==> src/rtl/lcd_pkg.sv <==
// Shared constants, state enums and helpers for the LCD refresh sequencer.
package lcd_pkg;

  localparam logic [7:0] CmdFuncSet  = 8'h38;
  localparam logic [7:0] CmdDispOn   = 8'h0C;
  localparam logic [7:0] CmdEntry    = 8'h06;
  localparam logic [7:0] CmdClear    = 8'h01;
  localparam logic [7:0] CmdSetDdram = 8'h80;
  localparam logic [7:0] AsciiZero   = 8'h30;
  localparam logic [7:0] AsciiSpace  = 8'h20;

  typedef enum logic [2:0] {StPwrup, StInit, StIdle, StAddr, StData} top_st_e;
  typedef enum logic [1:0] {PhIdle, PhSetup, PhPulse, PhWait} byte_ph_e;

  function automatic logic [7:0] init_cmd(input logic [1:0] idx);
    logic [7:0] cmd;
    case (idx)
      2'd0:    cmd = CmdFuncSet;
      2'd1:    cmd = CmdDispOn;
      2'd2:    cmd = CmdEntry;
      default: cmd = CmdClear;
    endcase
    return cmd;
  endfunction

  // Index 4 is the ten-thousands digit; index 0 is never blanked.
  function automatic logic [4:0][7:0] blank_leading(input logic [4:0][7:0] c);
    logic [4:0][7:0] r;
    logic            lead;
    r    = c;
    lead = 1'b1;
    for (int i = 4; i >= 1; i--) begin
      if (lead && (c[i] == AsciiZero)) begin
        r[i] = AsciiSpace;
      end else begin
        lead = 1'b0;
      end
    end
    return r;
  endfunction

endpackage

==> src/rtl/lcd_refresh_sequencer_if.sv <==
// Request/character inputs and LCD pin outputs of the refresh sequencer.
interface lcd_refresh_sequencer_if;
  logic       start;
  logic [7:0] char4;
  logic [7:0] char3;
  logic [7:0] char2;
  logic [7:0] char1;
  logic [7:0] char0;
  logic       busy;
  logic       done;
  logic       lcd_rs;
  logic       lcd_rw;
  logic       lcd_e;
  logic [7:0] lcd_data;

  modport master (
    output start, char4, char3, char2, char1, char0,
    input  busy, done, lcd_rs, lcd_rw, lcd_e, lcd_data
  );

  modport slave (
    input  start, char4, char3, char2, char1, char0,
    output busy, done, lcd_rs, lcd_rw, lcd_e, lcd_data
  );
endinterface

==> src/rtl/lcd_byte_writer.sv <==
// Drives one LCD byte write: SETUP (E low), PULSE (E high), WAIT (E low).
// ready is high when idle or in the final WAIT cycle, so bytes chain with no gap.
module lcd_byte_writer
  import lcd_pkg::*;
#(
  parameter int unsigned SETUP_CYC    = 2,
  parameter int unsigned E_PULSE_CYC  = 12,
  parameter int unsigned WAIT_CYC     = 2000,
  parameter int unsigned CLR_WAIT_CYC = 82000,
  parameter int unsigned CntW         = 17
) (
  input  logic       clk,
  input  logic       rst,
  input  logic       go_i,
  input  logic       rs_i,
  input  logic [7:0] data_i,
  input  logic       long_wait_i,
  output logic       lcd_rs_o,
  output logic       lcd_e_o,
  output logic [7:0] lcd_data_o,
  output logic       ready_o
);

  byte_ph_e        phase_q, phase_d;
  logic [CntW-1:0] cnt_q, cnt_d;
  logic            rs_q, rs_d;
  logic            e_q, e_d;
  logic [7:0]      data_q, data_d;
  logic            long_q, long_d;
  logic            wait_last;

  assign wait_last = (cnt_q == (long_q ? CntW'(CLR_WAIT_CYC - 1) : CntW'(WAIT_CYC - 1)));
  assign ready_o   = (phase_q == PhIdle) || ((phase_q == PhWait) && wait_last);

  always_comb begin
    phase_d = phase_q;
    cnt_d   = cnt_q;
    rs_d    = rs_q;
    e_d     = e_q;
    data_d  = data_q;
    long_d  = long_q;
    unique case (phase_q)
      PhSetup: begin
        if (cnt_q == CntW'(SETUP_CYC - 1)) begin
          phase_d = PhPulse;
          cnt_d   = '0;
          e_d     = 1'b1;
        end else begin
          cnt_d = cnt_q + CntW'(1);
        end
      end
      PhPulse: begin
        if (cnt_q == CntW'(E_PULSE_CYC - 1)) begin
          phase_d = PhWait;
          cnt_d   = '0;
          e_d     = 1'b0;
        end else begin
          cnt_d = cnt_q + CntW'(1);
        end
      end
      default: begin
        if (!ready_o) begin
          cnt_d = cnt_q + CntW'(1);
        end else if (go_i) begin
          phase_d = PhSetup;
          cnt_d   = '0;
          rs_d    = rs_i;
          data_d  = data_i;
          long_d  = long_wait_i;
        end else begin
          phase_d = PhIdle;
          cnt_d   = '0;
        end
      end
    endcase
  end

  always_ff @(posedge clk) begin
    if (!rst) begin
      phase_q <= PhIdle;
      cnt_q   <= '0;
      rs_q    <= 1'b0;
      e_q     <= 1'b0;
      data_q  <= 8'h00;
      long_q  <= 1'b0;
    end else begin
      phase_q <= phase_d;
      cnt_q   <= cnt_d;
      rs_q    <= rs_d;
      e_q     <= e_d;
      data_q  <= data_d;
      long_q  <= long_d;
    end
  end

  assign lcd_rs_o   = rs_q;
  assign lcd_e_o    = e_q;
  assign lcd_data_o = data_q;

endmodule

==> src/rtl/lcd_refresh_sequencer.sv <==
// Power-on init then address + five digit writes per refresh on an HD44780 bus.
// Define LCD_LEADING_BLANK_EN to blank leading '0' digits (char4..char1) at latch time.
module lcd_refresh_sequencer
  import lcd_pkg::*;
#(
  parameter int unsigned POWERUP_CYC  = 20,
  parameter int unsigned SETUP_CYC    = 2,
  parameter int unsigned E_PULSE_CYC  = 12,
  parameter int unsigned WAIT_CYC     = 2000,
  parameter int unsigned CLR_WAIT_CYC = 82000,
  parameter logic [6:0]  START_ADDR   = 7'h00
) (
  input logic                    clk,
  input logic                    rst,
  lcd_refresh_sequencer_if.slave bus
);

  localparam int unsigned MaxCyc = (POWERUP_CYC > CLR_WAIT_CYC) ? POWERUP_CYC : CLR_WAIT_CYC;
  localparam int unsigned CntW   = $clog2(MaxCyc + 1);

  top_st_e         st_q, st_d;
  logic [2:0]      idx_q, idx_d;
  logic [CntW-1:0] pcnt_q, pcnt_d;
  logic [4:0][7:0] ch_q, ch_d;
  logic [4:0][7:0] ch_raw;
  logic            wr_go, wr_rs, wr_long, wr_ready;
  logic [7:0]      wr_data;

  assign ch_raw = {bus.char4, bus.char3, bus.char2, bus.char1, bus.char0};

  always_comb begin
    st_d    = st_q;
    idx_d   = idx_q;
    pcnt_d  = pcnt_q;
    ch_d    = ch_q;
    wr_go   = 1'b0;
    wr_rs   = 1'b0;
    wr_long = 1'b0;
    wr_data = 8'h00;
    unique case (st_q)
      StPwrup: begin
        if (pcnt_q == CntW'(POWERUP_CYC - 1)) begin
          wr_go   = 1'b1;
          wr_data = init_cmd(2'd0);
          st_d    = StInit;
          idx_d   = 3'd0;
        end else begin
          pcnt_d = pcnt_q + CntW'(1);
        end
      end
      StInit: begin
        if (wr_ready) begin
          if (idx_q == 3'd3) begin
            st_d = StIdle;
          end else begin
            wr_go   = 1'b1;
            wr_data = init_cmd(idx_q[1:0] + 2'd1);
            wr_long = (idx_q == 3'd2);
            idx_d   = idx_q + 3'd1;
          end
        end
      end
      StIdle: begin
        if (bus.start) begin
`ifdef LCD_LEADING_BLANK_EN
          ch_d = blank_leading(ch_raw);
`else
          ch_d = ch_raw;
`endif
          wr_go   = 1'b1;
          wr_data = CmdSetDdram | {1'b0, START_ADDR};
          st_d    = StAddr;
        end
      end
      StAddr: begin
        if (wr_ready) begin
          wr_go   = 1'b1;
          wr_rs   = 1'b1;
          wr_data = ch_q[4];
          st_d    = StData;
          idx_d   = 3'd0;
        end
      end
      StData: begin
        if (wr_ready) begin
          if (idx_q == 3'd4) begin
            st_d = StIdle;
          end else begin
            wr_go   = 1'b1;
            wr_rs   = 1'b1;
            wr_data = ch_q[3'd3 - idx_q];
            idx_d   = idx_q + 3'd1;
          end
        end
      end
      default: st_d = StPwrup;
    endcase
  end

  always_ff @(posedge clk) begin
    if (!rst) begin
      st_q   <= StPwrup;
      idx_q  <= 3'd0;
      pcnt_q <= '0;
      ch_q   <= '0;
    end else begin
      st_q   <= st_d;
      idx_q  <= idx_d;
      pcnt_q <= pcnt_d;
      ch_q   <= ch_d;
    end
  end

  lcd_byte_writer #(
    .SETUP_CYC    (SETUP_CYC),
    .E_PULSE_CYC  (E_PULSE_CYC),
    .WAIT_CYC     (WAIT_CYC),
    .CLR_WAIT_CYC (CLR_WAIT_CYC),
    .CntW         (CntW)
  ) u_writer (
    .clk         (clk),
    .rst         (rst),
    .go_i        (wr_go),
    .rs_i        (wr_rs),
    .data_i      (wr_data),
    .long_wait_i (wr_long),
    .lcd_rs_o    (bus.lcd_rs),
    .lcd_e_o     (bus.lcd_e),
    .lcd_data_o  (bus.lcd_data),
    .ready_o     (wr_ready)
  );

  // The done cycle is the final WAIT cycle of char0, where busy already reads low.
  assign bus.done   = (st_q == StData) && (idx_q == 3'd4) && wr_ready;
  assign bus.busy   = (st_q != StIdle) && !bus.done;
  assign bus.lcd_rw = 1'b0;

endmodule
==> src/flat_wrapper.sv <==
// flat-port wrapper written by rule: the top's interface ports become plain ports
module lcd_refresh_sequencer_flat import lcd_pkg::*;
#(
  parameter int unsigned POWERUP_CYC  = 20,
  parameter int unsigned SETUP_CYC    = 2,
  parameter int unsigned E_PULSE_CYC  = 12,
  parameter int unsigned WAIT_CYC     = 2000,
  parameter int unsigned CLR_WAIT_CYC = 82000,
  parameter logic [6:0]  START_ADDR   = 7'h00
)
  (clk, rst, bus_start, bus_char4, bus_char3, bus_char2, bus_char1, bus_char0, bus_busy, bus_done, bus_lcd_rs, bus_lcd_rw, bus_lcd_e, bus_lcd_data);
  lcd_refresh_sequencer_if bus_i ();
  input logic clk;
  input logic rst;
  input wire logic [$bits(bus_i.start)-1:0] bus_start;
  input wire logic [$bits(bus_i.char4)-1:0] bus_char4;
  input wire logic [$bits(bus_i.char3)-1:0] bus_char3;
  input wire logic [$bits(bus_i.char2)-1:0] bus_char2;
  input wire logic [$bits(bus_i.char1)-1:0] bus_char1;
  input wire logic [$bits(bus_i.char0)-1:0] bus_char0;
  output wire logic [$bits(bus_i.busy)-1:0] bus_busy;
  output wire logic [$bits(bus_i.done)-1:0] bus_done;
  output wire logic [$bits(bus_i.lcd_rs)-1:0] bus_lcd_rs;
  output wire logic [$bits(bus_i.lcd_rw)-1:0] bus_lcd_rw;
  output wire logic [$bits(bus_i.lcd_e)-1:0] bus_lcd_e;
  output wire logic [$bits(bus_i.lcd_data)-1:0] bus_lcd_data;
  assign bus_i.start = bus_start;
  assign bus_i.char4 = bus_char4;
  assign bus_i.char3 = bus_char3;
  assign bus_i.char2 = bus_char2;
  assign bus_i.char1 = bus_char1;
  assign bus_i.char0 = bus_char0;
  assign bus_busy = bus_i.busy;
  assign bus_done = bus_i.done;
  assign bus_lcd_rs = bus_i.lcd_rs;
  assign bus_lcd_rw = bus_i.lcd_rw;
  assign bus_lcd_e = bus_i.lcd_e;
  assign bus_lcd_data = bus_i.lcd_data;
  lcd_refresh_sequencer #(.POWERUP_CYC(POWERUP_CYC), .SETUP_CYC(SETUP_CYC), .E_PULSE_CYC(E_PULSE_CYC), .WAIT_CYC(WAIT_CYC), .CLR_WAIT_CYC(CLR_WAIT_CYC), .START_ADDR(START_ADDR)) u_core (.clk(clk), .rst(rst), .bus(bus_i));
endmodule
==> config.mk <==
export PLATFORM = sky130hd
export DESIGN_NAME = lcd_refresh_sequencer_flat
export DESIGN_NICKNAME = d
export VERILOG_FILES = /design/src/rtl/lcd_pkg.sv /design/src/rtl/lcd_refresh_sequencer_if.sv /design/src/rtl/lcd_byte_writer.sv /design/src/rtl/lcd_refresh_sequencer.sv /design/src/flat_wrapper.sv
export SDC_FILE = /design/constraint.sdc
export NUM_CORES = 1
export LEC_CHECK = 0
export BUFFER_PORTS_ARGS = -buffer_cell sky130_fd_sc_hd__buf_2
export CORE_ASPECT_RATIO = 0.7
export CORE_MARGIN = 8
export CORE_UTILIZATION = 49
export CTS_BUF_LIST = sky130_fd_sc_hd__clkbuf_8
export DETAILED_ROUTE_END_ITERATION = 12
export PLACE_DENSITY = 0.72
export SLEW_MARGIN = 10
export SYNTH_ARGS = -nofsm -noshare
export SYNTH_HDL_FRONTEND = slang
export SYNTH_HIERARCHICAL = 1
export SYNTH_SLANG_ARGS = --single-unit
==> constraint.sdc <==
create_clock -name clk -period 2.89 [get_ports clk]
set_clock_uncertainty 0.15 [all_clocks]
set_input_delay 0.4335 -clock clk [delete_from_list [all_inputs] [get_ports clk]]
set_output_delay 0.4335 -clock clk [all_outputs]
set_load 0.005 [all_outputs]
==> PnR_summary.wiki, run 1 <==
{| class="wikitable"
! Metric !! Value
|-
| Result of the run || complete, no violations
|-
| Most frequently used flop master after synthesis || dfxtp_1
|-
| Number of buffers on the longest clock path || 2
|-
| Aggregate negative setup slack || 0 ns
|-
| Buffer count from post-CTS setup fixing || 0
|-
| Least setup slack across all paths after layout || 0.06259 ns
|-
| Post-synthesis instance area || 4676 sq um
|-
| Sum of routed wire length over all layers || 10860 microns
|-
| Horizontal die dimension || 132.8 microns
|-
| Critical path peak fanout || 10
|-
| Final hold slack || 0.1584 ns
|-
| Total track usage || 16.93%
|-
| Ratio of final minimum period to clock period || 97.83%
|-
| Crit. End Element || output port
|-
| Pin slew with the least headroom to its limit || 0.7618 ns
|-
| Unrepaired setup endpoints after global routing || yes
|-
| Die Outline Area || 12970 sq um
|-
| Final core area utilization || 57.30%
|-
| Register area share after synthesis || 39.82%
|-
| Buffers and inverters on the worst path || 2
|-
| Number of iterations in the first detailed-routing pass || 4
|-
| Number of nets produced by synthesis || 596
|-
| Insertion delay of the later-clocked pin in the worst-skew pair || 0.37 ns
|-
| Delay of the slowest critical-path stage || 0.39 ns
|-
| Yosys cell types || 54
|-
| H-tree levels || 3
|-
| Maximum clock frequency || 0.3537 GHz
|-
| Gr ovfl total || 0
|-
| Average wire per cell in the routed design || 15.23 microns
|-
| Root Buffer Master || clkbuf_8
|-
| Number of enable flip-flop cells after synthesis || 0
|-
| Gate count of the mapped netlist || 541
|-
| Leading cell type by number of instances after synthesis || nand2_1
|-
| Starting utilization of the core area || 50.93%
|-
| Power Density || 426.2 nW/um^2
|-
| Data required time at the worst endpoint || 2.31 ns
|-
| Placer Congestion || 0.8846
|-
| Initial drt markers || 233
|-
| Area added between synthesis and finish || 12.50%
|-
| Number of top-level pins || 56
|-
| Minimum period implied by the final worst setup slack || 2.827 ns
|-
| Final-report setup violation count || 0
|-
| Static leakage || 1.960 nW
|-
| Core Box Area || 9180 sq um
|-
| Number of global-route vias before repair || 3627
|-
| Filler cell count || 832
|-
| WP data arrival || 2.24 ns
|-
| Cell types occupying the most area after synthesis || dfxtp_1 40%, nand2_1 10%, a21boi_0 6.3%
|-
| Routed vias/inst || 5.356
|-
| Critical path class || reg2out
|-
| Ordered list of cells on the worst path || ha_4 -> and3_4 -> and3_1 -> a41o_1 -> buf_6 -> nand3_1 -> nor3b_1 -> o21bai_1 -> buf_2
|-
| Synth warn || 6
|-
| Final ANT Viol Nets || 0
|-
| Average cell area after synthesis || 8.643 sq um
|-
| Share of cells above drive strength 1 || 17.15%
|-
| Max-cap viol count || 0
|-
| Clock tree from TritonCTS || done
|-
| Total CTS buffers || 9
|-
| #FFs+latches synth || 93
|-
| Final Hold Viols || 0
|-
| Worst slew margin || 49.21%
|-
| Maximum number of pins on one net before global-route repair || 92
|-
| Number of buffers inserted by port buffering || 54
|-
| Final layout net count || 639
|-
| Overall die height || 97.73 microns
|-
| Area share of the largest cell type after synthesis || 39.82%
|-
| Post-CTS clock slew at the launch and capture registers of the worst setup and hold paths || 0.09 ns
|-
| Class of the tightest hold or removal check || in2reg
|-
| Remaining design rule violation count || 0
|-
| Number of antenna diodes || 0
|-
| Family with the most delay on the worst path || simple AND/OR/NAND/NOR gates
|-
| Via Count || 3819
|-
| Largest area contributor in the synthesized netlist || dfxtp_1
|-
| Number of sinks handled by clock tree synthesis || 93
|-
| Worst setup timing slack at the placement stage || -0.01389 ns
|-
| Maximum vdd ir drop || 0.2949 mV
|-
| Wire length of the first global-routing pass || 18150 microns
|-
| Placement row count || 29
|-
| Slowest cell on the critical path || dfxtp_4
|-
| Ys async rst share || 0%
|-
| Slew Viols, Final || 0
|-
| Commonest cells in the netlist || 129 x nand2_1, 93 x dfxtp_1, 39 x a21boi_0, 27 x nor2_1, 19 x xor2_1
|-
| Number of antenna violations at the first check in global routing || 0
|-
| HPWL after detailed placement || 7889 microns
|-
| CP startpoint kind || flip-flop
|-
| Pwr Total || 2.242 mW
|}
path summary, 6_finish.rpt:
kind	end	from	cells past startpoint	slack [ns]
setup / recovery	bus_busy	u_core/u_writer/cnt_q[0]$_SDFF_PN0_	9	0.06
hold / removal	u_core/ch_q[24]$_SDFFE_PN0P_	bus_char3[0]	3	0.16
setup reg to reg	u_core/u_writer/lcd_data_o[1]$_SDFFE_PN0P_	u_core/u_writer/cnt_q[0]$_SDFF_PN0_	10	0.23
hold reg to reg	u_core/ch_q[25]$_SDFFE_PN0P_	u_core/ch_q[25]$_SDFFE_PN0P_	2	0.31
layout make-up:
class                      instances  area, sq um  area share (%)
sequential                        93         1868           35.51
clock inverter                     6        62.56           1.189
inverter                          12        45.04          0.8563
tap                              124        155.1           2.950
multi-input combinational        404         2643           50.24
timing repair buffer              64        349.1           6.637
clock buffer                      10        137.6           2.617
worst register-to-register path, cell delays in order, from the launching register on:
cell      delay (ns)
dfxtp_4         0.38
ha_4            0.18
and3_4          0.18
and3_1          0.18
a41o_1          0.28
and4b_1         0.24
a41oi_2         0.21
o211ai_2        0.11
nand2b_1        0.17
and3_2          0.31
mux2i_1         0.16
cells by family after synthesis:
| family | Yosys count | synth area share, % |
|---|---|---|
| AND/OR/NAND/NOR | 255 | 26.60 |
| flip-flops | 93 | 39.82 |
| AO/OA/AOI/OAI | 81 | 12.71 |
| buffers and inverters | 44 | 4.388 |
| XOR/XNOR | 28 | 5.245 |
| multiplexers | 27 | 7.947 |
| adder cells (fa/ha/maj) | 12 | 3.211 |
| other | 1 | 0.08020 |
report_power, final:
part	switching [mW]	leakage, nW	internal [mW]
registers	0.00318	0.751	1.28
clock network	0.466	0.100	0.422
logic	0.0326	1.11	0.0352
total	0.502	1.96	1.74
flip-flops by register name (all words and copies together) (netlist names):
register / count
u_core/ch_q: 40
u_core/u_writer/lcd_data_o: 8
u_core/u_writer/lcd_e_o: 1
u_core/u_writer/cnt_q: 17
u_core/u_writer/lcd_rs_o: 1
u_core/st_q: 3
u_core/u_writer/phase_q: 2
u_core/pcnt_q: 17
u_core/idx_q: 3
u_core/u_writer/long_q: 1
per-layer routing:
layer | part of all wire [%] | global-route usage [%]
met1 | 53 | 24.77
met2 | 40 | 23.04
met3 | 6.4 | 5.118
met4 | 1.3 | 5.217
met5 | 0 | 0
cells in the final DEF (no fill, tap or decap), types with 13 or more instances in the layout:
master / synthesis / routed
a21boi_0: 39 / 39
and2_1: 15 / 15
buf_2: 11 / 54
dfxtp_1: 93 / 90
inv_1: 12 / 13
mux2i_1: 18 / 18
nand2_1: 129 / 129
nand3_1: 17 / 17
nor2_1: 27 / 27
xor2_1: 19 / 19
what timing repair did:
action	in CTS	in global routing
gates cloned	0	0
hold buffers	0	0
setup endpoints to repair	9	8
pin swaps	0	1
resized for setup	5	3
metrics by stage:
| stage | std cells | area (sq um) |
|---|---|---|
| 3_5_place_dp | 697 | 5032 |
| 6_report | 713 | 5260 |
| 3_3_place_gp | 697 | 5032 |
| 2_1_floorplan | 541 | 4686 |
| 5_1_grt | 713 | 5260 |
| 4_1_cts | 713 | 5254 |
Power figures use the tool's default switching activity.
==> run 2: changes to the inputs <==
--- a/config.mk
+++ b/config.mk
@@ -5,13 +5,14 @@
 export SDC_FILE = /design/constraint.sdc
 export NUM_CORES = 1
 export LEC_CHECK = 0
+export ABC_AREA = 0
 export BUFFER_PORTS_ARGS = -buffer_cell sky130_fd_sc_hd__buf_2
 export CORE_ASPECT_RATIO = 0.7
 export CORE_MARGIN = 8
 export CORE_UTILIZATION = 49
 export CTS_BUF_LIST = sky130_fd_sc_hd__clkbuf_8
 export DETAILED_ROUTE_END_ITERATION = 12
-export PLACE_DENSITY = 0.72
+export PLACE_DENSITY = 0.69
 export SLEW_MARGIN = 10
 export SYNTH_ARGS = -nofsm -noshare
 export SYNTH_HDL_FRONTEND = slang
==> constraint.sdc (replaced) <==
create_clock -name clk -period 3.6 [get_ports clk]
set_clock_uncertainty 0.15 [all_clocks]
set_input_delay 0.54 -clock clk [delete_from_list [all_inputs] [get_ports clk]]
set_output_delay 0.54 -clock clk [all_outputs]
set_load 0.005 [all_outputs]
==> run 2 against run 1 <==
  * Sequential cell count is the same
  * Hold slack better by 0.11 ns
  * Combinational power down 21%
  * Clock power down 22%
  * Final cell count decreased by 0.70%
  * Worst setup slack gained 0.18 ns
  * Count of clock-buffer cells in the layout fell by 1
  * Global-route usage up 0.083 points
  * Critical endpoint is now u_core/u_writer/lcd_data_o[3]$_SDFFE_PN0P_
  * Highest routed layer unchanged
==> PnR_summary.wiki, run 2 (synthesis results as in run 1) <==
{| class="wikitable"
! Metric !! Value
|-
| Result of the run || complete, no violations (unchanged)
|-
| Final-report setup violation count || 0 (unchanged)
|-
| Number of antenna violations at the first check in global routing || 0 (unchanged)
|-
| Share of cells above drive strength 1 || 15.41% (was 17.15%)
|-
| Largest registers in the final layout || u_core/ch_q (40), u_core/pcnt_q (17), u_core/u_writer/cnt_q (17) (unchanged)
|-
| Unrepaired setup endpoints after global routing || no (was yes)
|-
| Placer Congestion || 0.9011 (was 0.8846)
|-
| Number of buffers on the longest clock path || 2 (unchanged)
|-
| Number of antenna diodes || 0 (unchanged)
|-
| Maximum vdd ir drop || 0.2551 mV (was 0.2949 mV)
|-
| Ratio of final minimum period to clock period || 93.27%
|-
| Class of the tightest hold or removal check || in2reg (unchanged)
|-
| Insertion delay of the later-clocked pin in the worst-skew pair || 0.36 ns (was 0.37 ns)
|-
| Final ANT Viol Nets || 0 (unchanged)
|-
| Number of buffers inserted by port buffering || 54 (unchanged)
|-
| Critical path class || reg2reg (was reg2out)
|-
| WP data arrival || 3.49 ns (was 2.24 ns)
|-
| Pin slew with the least headroom to its limit || 0.6480 ns (was 0.7618 ns)
|-
| Leading cell type in the layout, fill and taps excluded || nand2_1 (unchanged)
|-
| Horizontal die dimension || 132.8 microns (unchanged)
|-
| Critical path peak fanout || 12 (was 10)
|-
| Initial drt markers || 263 (was 233)
|-
| Filler cell count || 844 (was 832)
|-
| Routed vias/inst || 5.468 (was 5.356)
|-
| Power Density || 343.1 nW/um^2 (was 426.2 nW/um^2)
|-
| Total CTS buffers || 9 (unchanged)
|-
| Minimum period implied by the final worst setup slack || 3.358 ns
|-
| Quantity of hold-fixing buffers added after cts || 0 (unchanged)
|-
| Aggregate negative setup slack || 0 ns (unchanged)
|-
| Max-cap viol count || 0 (unchanged)
|-
| Placed instance count || 692 (was 697)
|-
| H-tree levels || 3 (unchanged)
|-
| Average wire per cell in the routed design || 15.25 microns (was 15.23 microns)
|-
| Post-CTS clock slew at the launch and capture registers of the worst setup and hold paths || 0.09 ns (about the same)
|-
| Buffer count from post-CTS setup fixing || 0 (unchanged)
|-
| Post_cts resized || 0 (was 5)
|-
| Remaining design rule violation count || 0 (unchanged)
|-
| Gr ovfl total || 0 (unchanged)
|-
| Overall die height || 97.73 microns (unchanged)
|-
| Die Outline Area || 12970 sq um (unchanged)
|-
| Core Box Area || 9180 sq um (unchanged)
|-
| Number of iterations in the first detailed-routing pass || 5 (was 4)
|-
| Sum of routed wire length over all layers || 10800 microns (was 10860 microns)
|-
| Clock tree from TritonCTS || done (unchanged)
|-
| HPWL after detailed placement || 8056 microns (was 7889 microns)
|-
| Root Buffer Master || clkbuf_8 (unchanged)
|-
| Most frequent cells in the layout || 129 x nand2_1, 93 x dfxtp_1, 54 x buf_2 (was 129 x nand2_1, 90 x dfxtp_1, 54 x buf_2)
|-
| Area post-placement || 4985 sq um (was 5032 sq um)
|-
| Final core area utilization || 56.45% (was 57.30%)
|-
| Via Count || 3871 (was 3819)
|-
| Most flops, register || u_core/ch_q (unchanged)
|-
| Final Hold Viols || 0 (unchanged)
|-
| Final layout net count || 634 (was 639)
|-
| Maximum clock frequency || 0.2978 GHz
|-
| Number of top-level pins || 56 (unchanged)
|-
| Flip-flop count of the largest register, all copies and words added || 40 (unchanged)
|-
| Crit. End Element || flip-flop (was output port)
|-
| Worst slew margin || 56.47% (was 49.21%)
|-
| Starting utilization of the core area || 50.93% (unchanged)
|-
| Slew Viols, Final || 0 (unchanged)
|-
| Number of non-filler instances in the completed layout || 708 (was 713)
|-
| Number of sinks handled by clock tree synthesis || 93 (unchanged)
|-
| Number of global-route vias before repair || 3775 (was 3627)
|-
| Maximum number of pins on one net before global-route repair || 51 (was 92)
|-
| Worst R2R Setup Slack || 0.24 ns (was 0.23 ns)
|-
| Area added between synthesis and finish || 10.84% (was 12.50%)
|-
| Data required time at the worst endpoint || 3.73 ns (was 2.31 ns)
|-
| Total track usage || 17.01% (was 16.93%)
|-
| Post-layout instance area || 5182 sq um (was 5260 sq um)
|-
| Wire length of the first global-routing pass || 18530 microns (was 18150 microns)
|-
| CP startpoint kind || flip-flop (unchanged)
|-
| Static leakage || 1.934 nW (was 1.960 nW)
|-
| Placement row count || 29 (unchanged)
|}
run 2: power by group:
group	switching (mW)	internal, mW	total (mW)
sequential	0.00256	1.03	1.03
combinational	0.0257	0.0280	0.0537
clock	0.368	0.323	0.691
run 2: metrics by stage:
stage | worst slack (ns) | power [mW] | hold WS, ns
3_3_place_gp | 0.4623 | 1.110 | 0.2928
3_5_place_dp | 0.3337 | 1.111 | 0.2971
6_report | 0.2422 | 1.778 | 0.2694
4_1_cts | 0.3144 | 1.801 | 0.2578
5_1_grt | 0.03958 | 1.857 | 0.2593
2_1_floorplan | 0.6510 | 1.084 | 0.2821
run 2: final timing paths:
check | to | startpoint | depth (start not counted)
hold / removal | u_core/ch_q[38]$_SDFFE_PN0P_ | bus_char4[6] | 3
setup / recovery | u_core/u_writer/lcd_data_o[3]$_SDFFE_PN0P_ | u_core/u_writer/cnt_q[0]$_SDFF_PN0_ | 10
hold reg to reg | u_core/u_writer/lcd_data_o[4]$_SDFFE_PN0P_ | u_core/u_writer/lcd_data_o[4]$_SDFFE_PN0P_ | 2
setup reg to reg | u_core/u_writer/lcd_data_o[3]$_SDFFE_PN0P_ | u_core/u_writer/cnt_q[0]$_SDFF_PN0_ | 10
run 2: final cells by class:
cell class | count | area (sq um) | area share, %
Tap cell | 124 | 155.1 | 2.994
Inverter | 12 | 45.04 | 0.8691
Clock inverter | 7 | 73.82 | 1.424
Clock buffer | 9 | 123.9 | 2.390
Sequential cell | 93 | 1862 | 35.92
Timing Repair Buffer | 59 | 307.8 | 5.939
Multi-Input combinational cell | 404 | 2615 | 50.46
run 2: routing by layer:
layer  global-route usage (%)  up-vias  part of all wire, %
li1                         -     1923                    -
met1                    23.86     1831                   52
met2                    24.67      107                   41
met3                    5.476       10                  5.9
met4                    4.087        0                  1.0
met5                        0        -                    0
run 2: critical path: stages, from the launching register on:
cell and delay [ns]:
dfxtp_1 0.41, ha_1 0.25, and3_4 0.21, and3_1 0.15, a41o_1 0.43, and4bb_2 0.31, o21ai_0 0.19, o211ai_2 0.21
nand2b_1 0.17, and3_1 0.54, mux2i_1 0.27
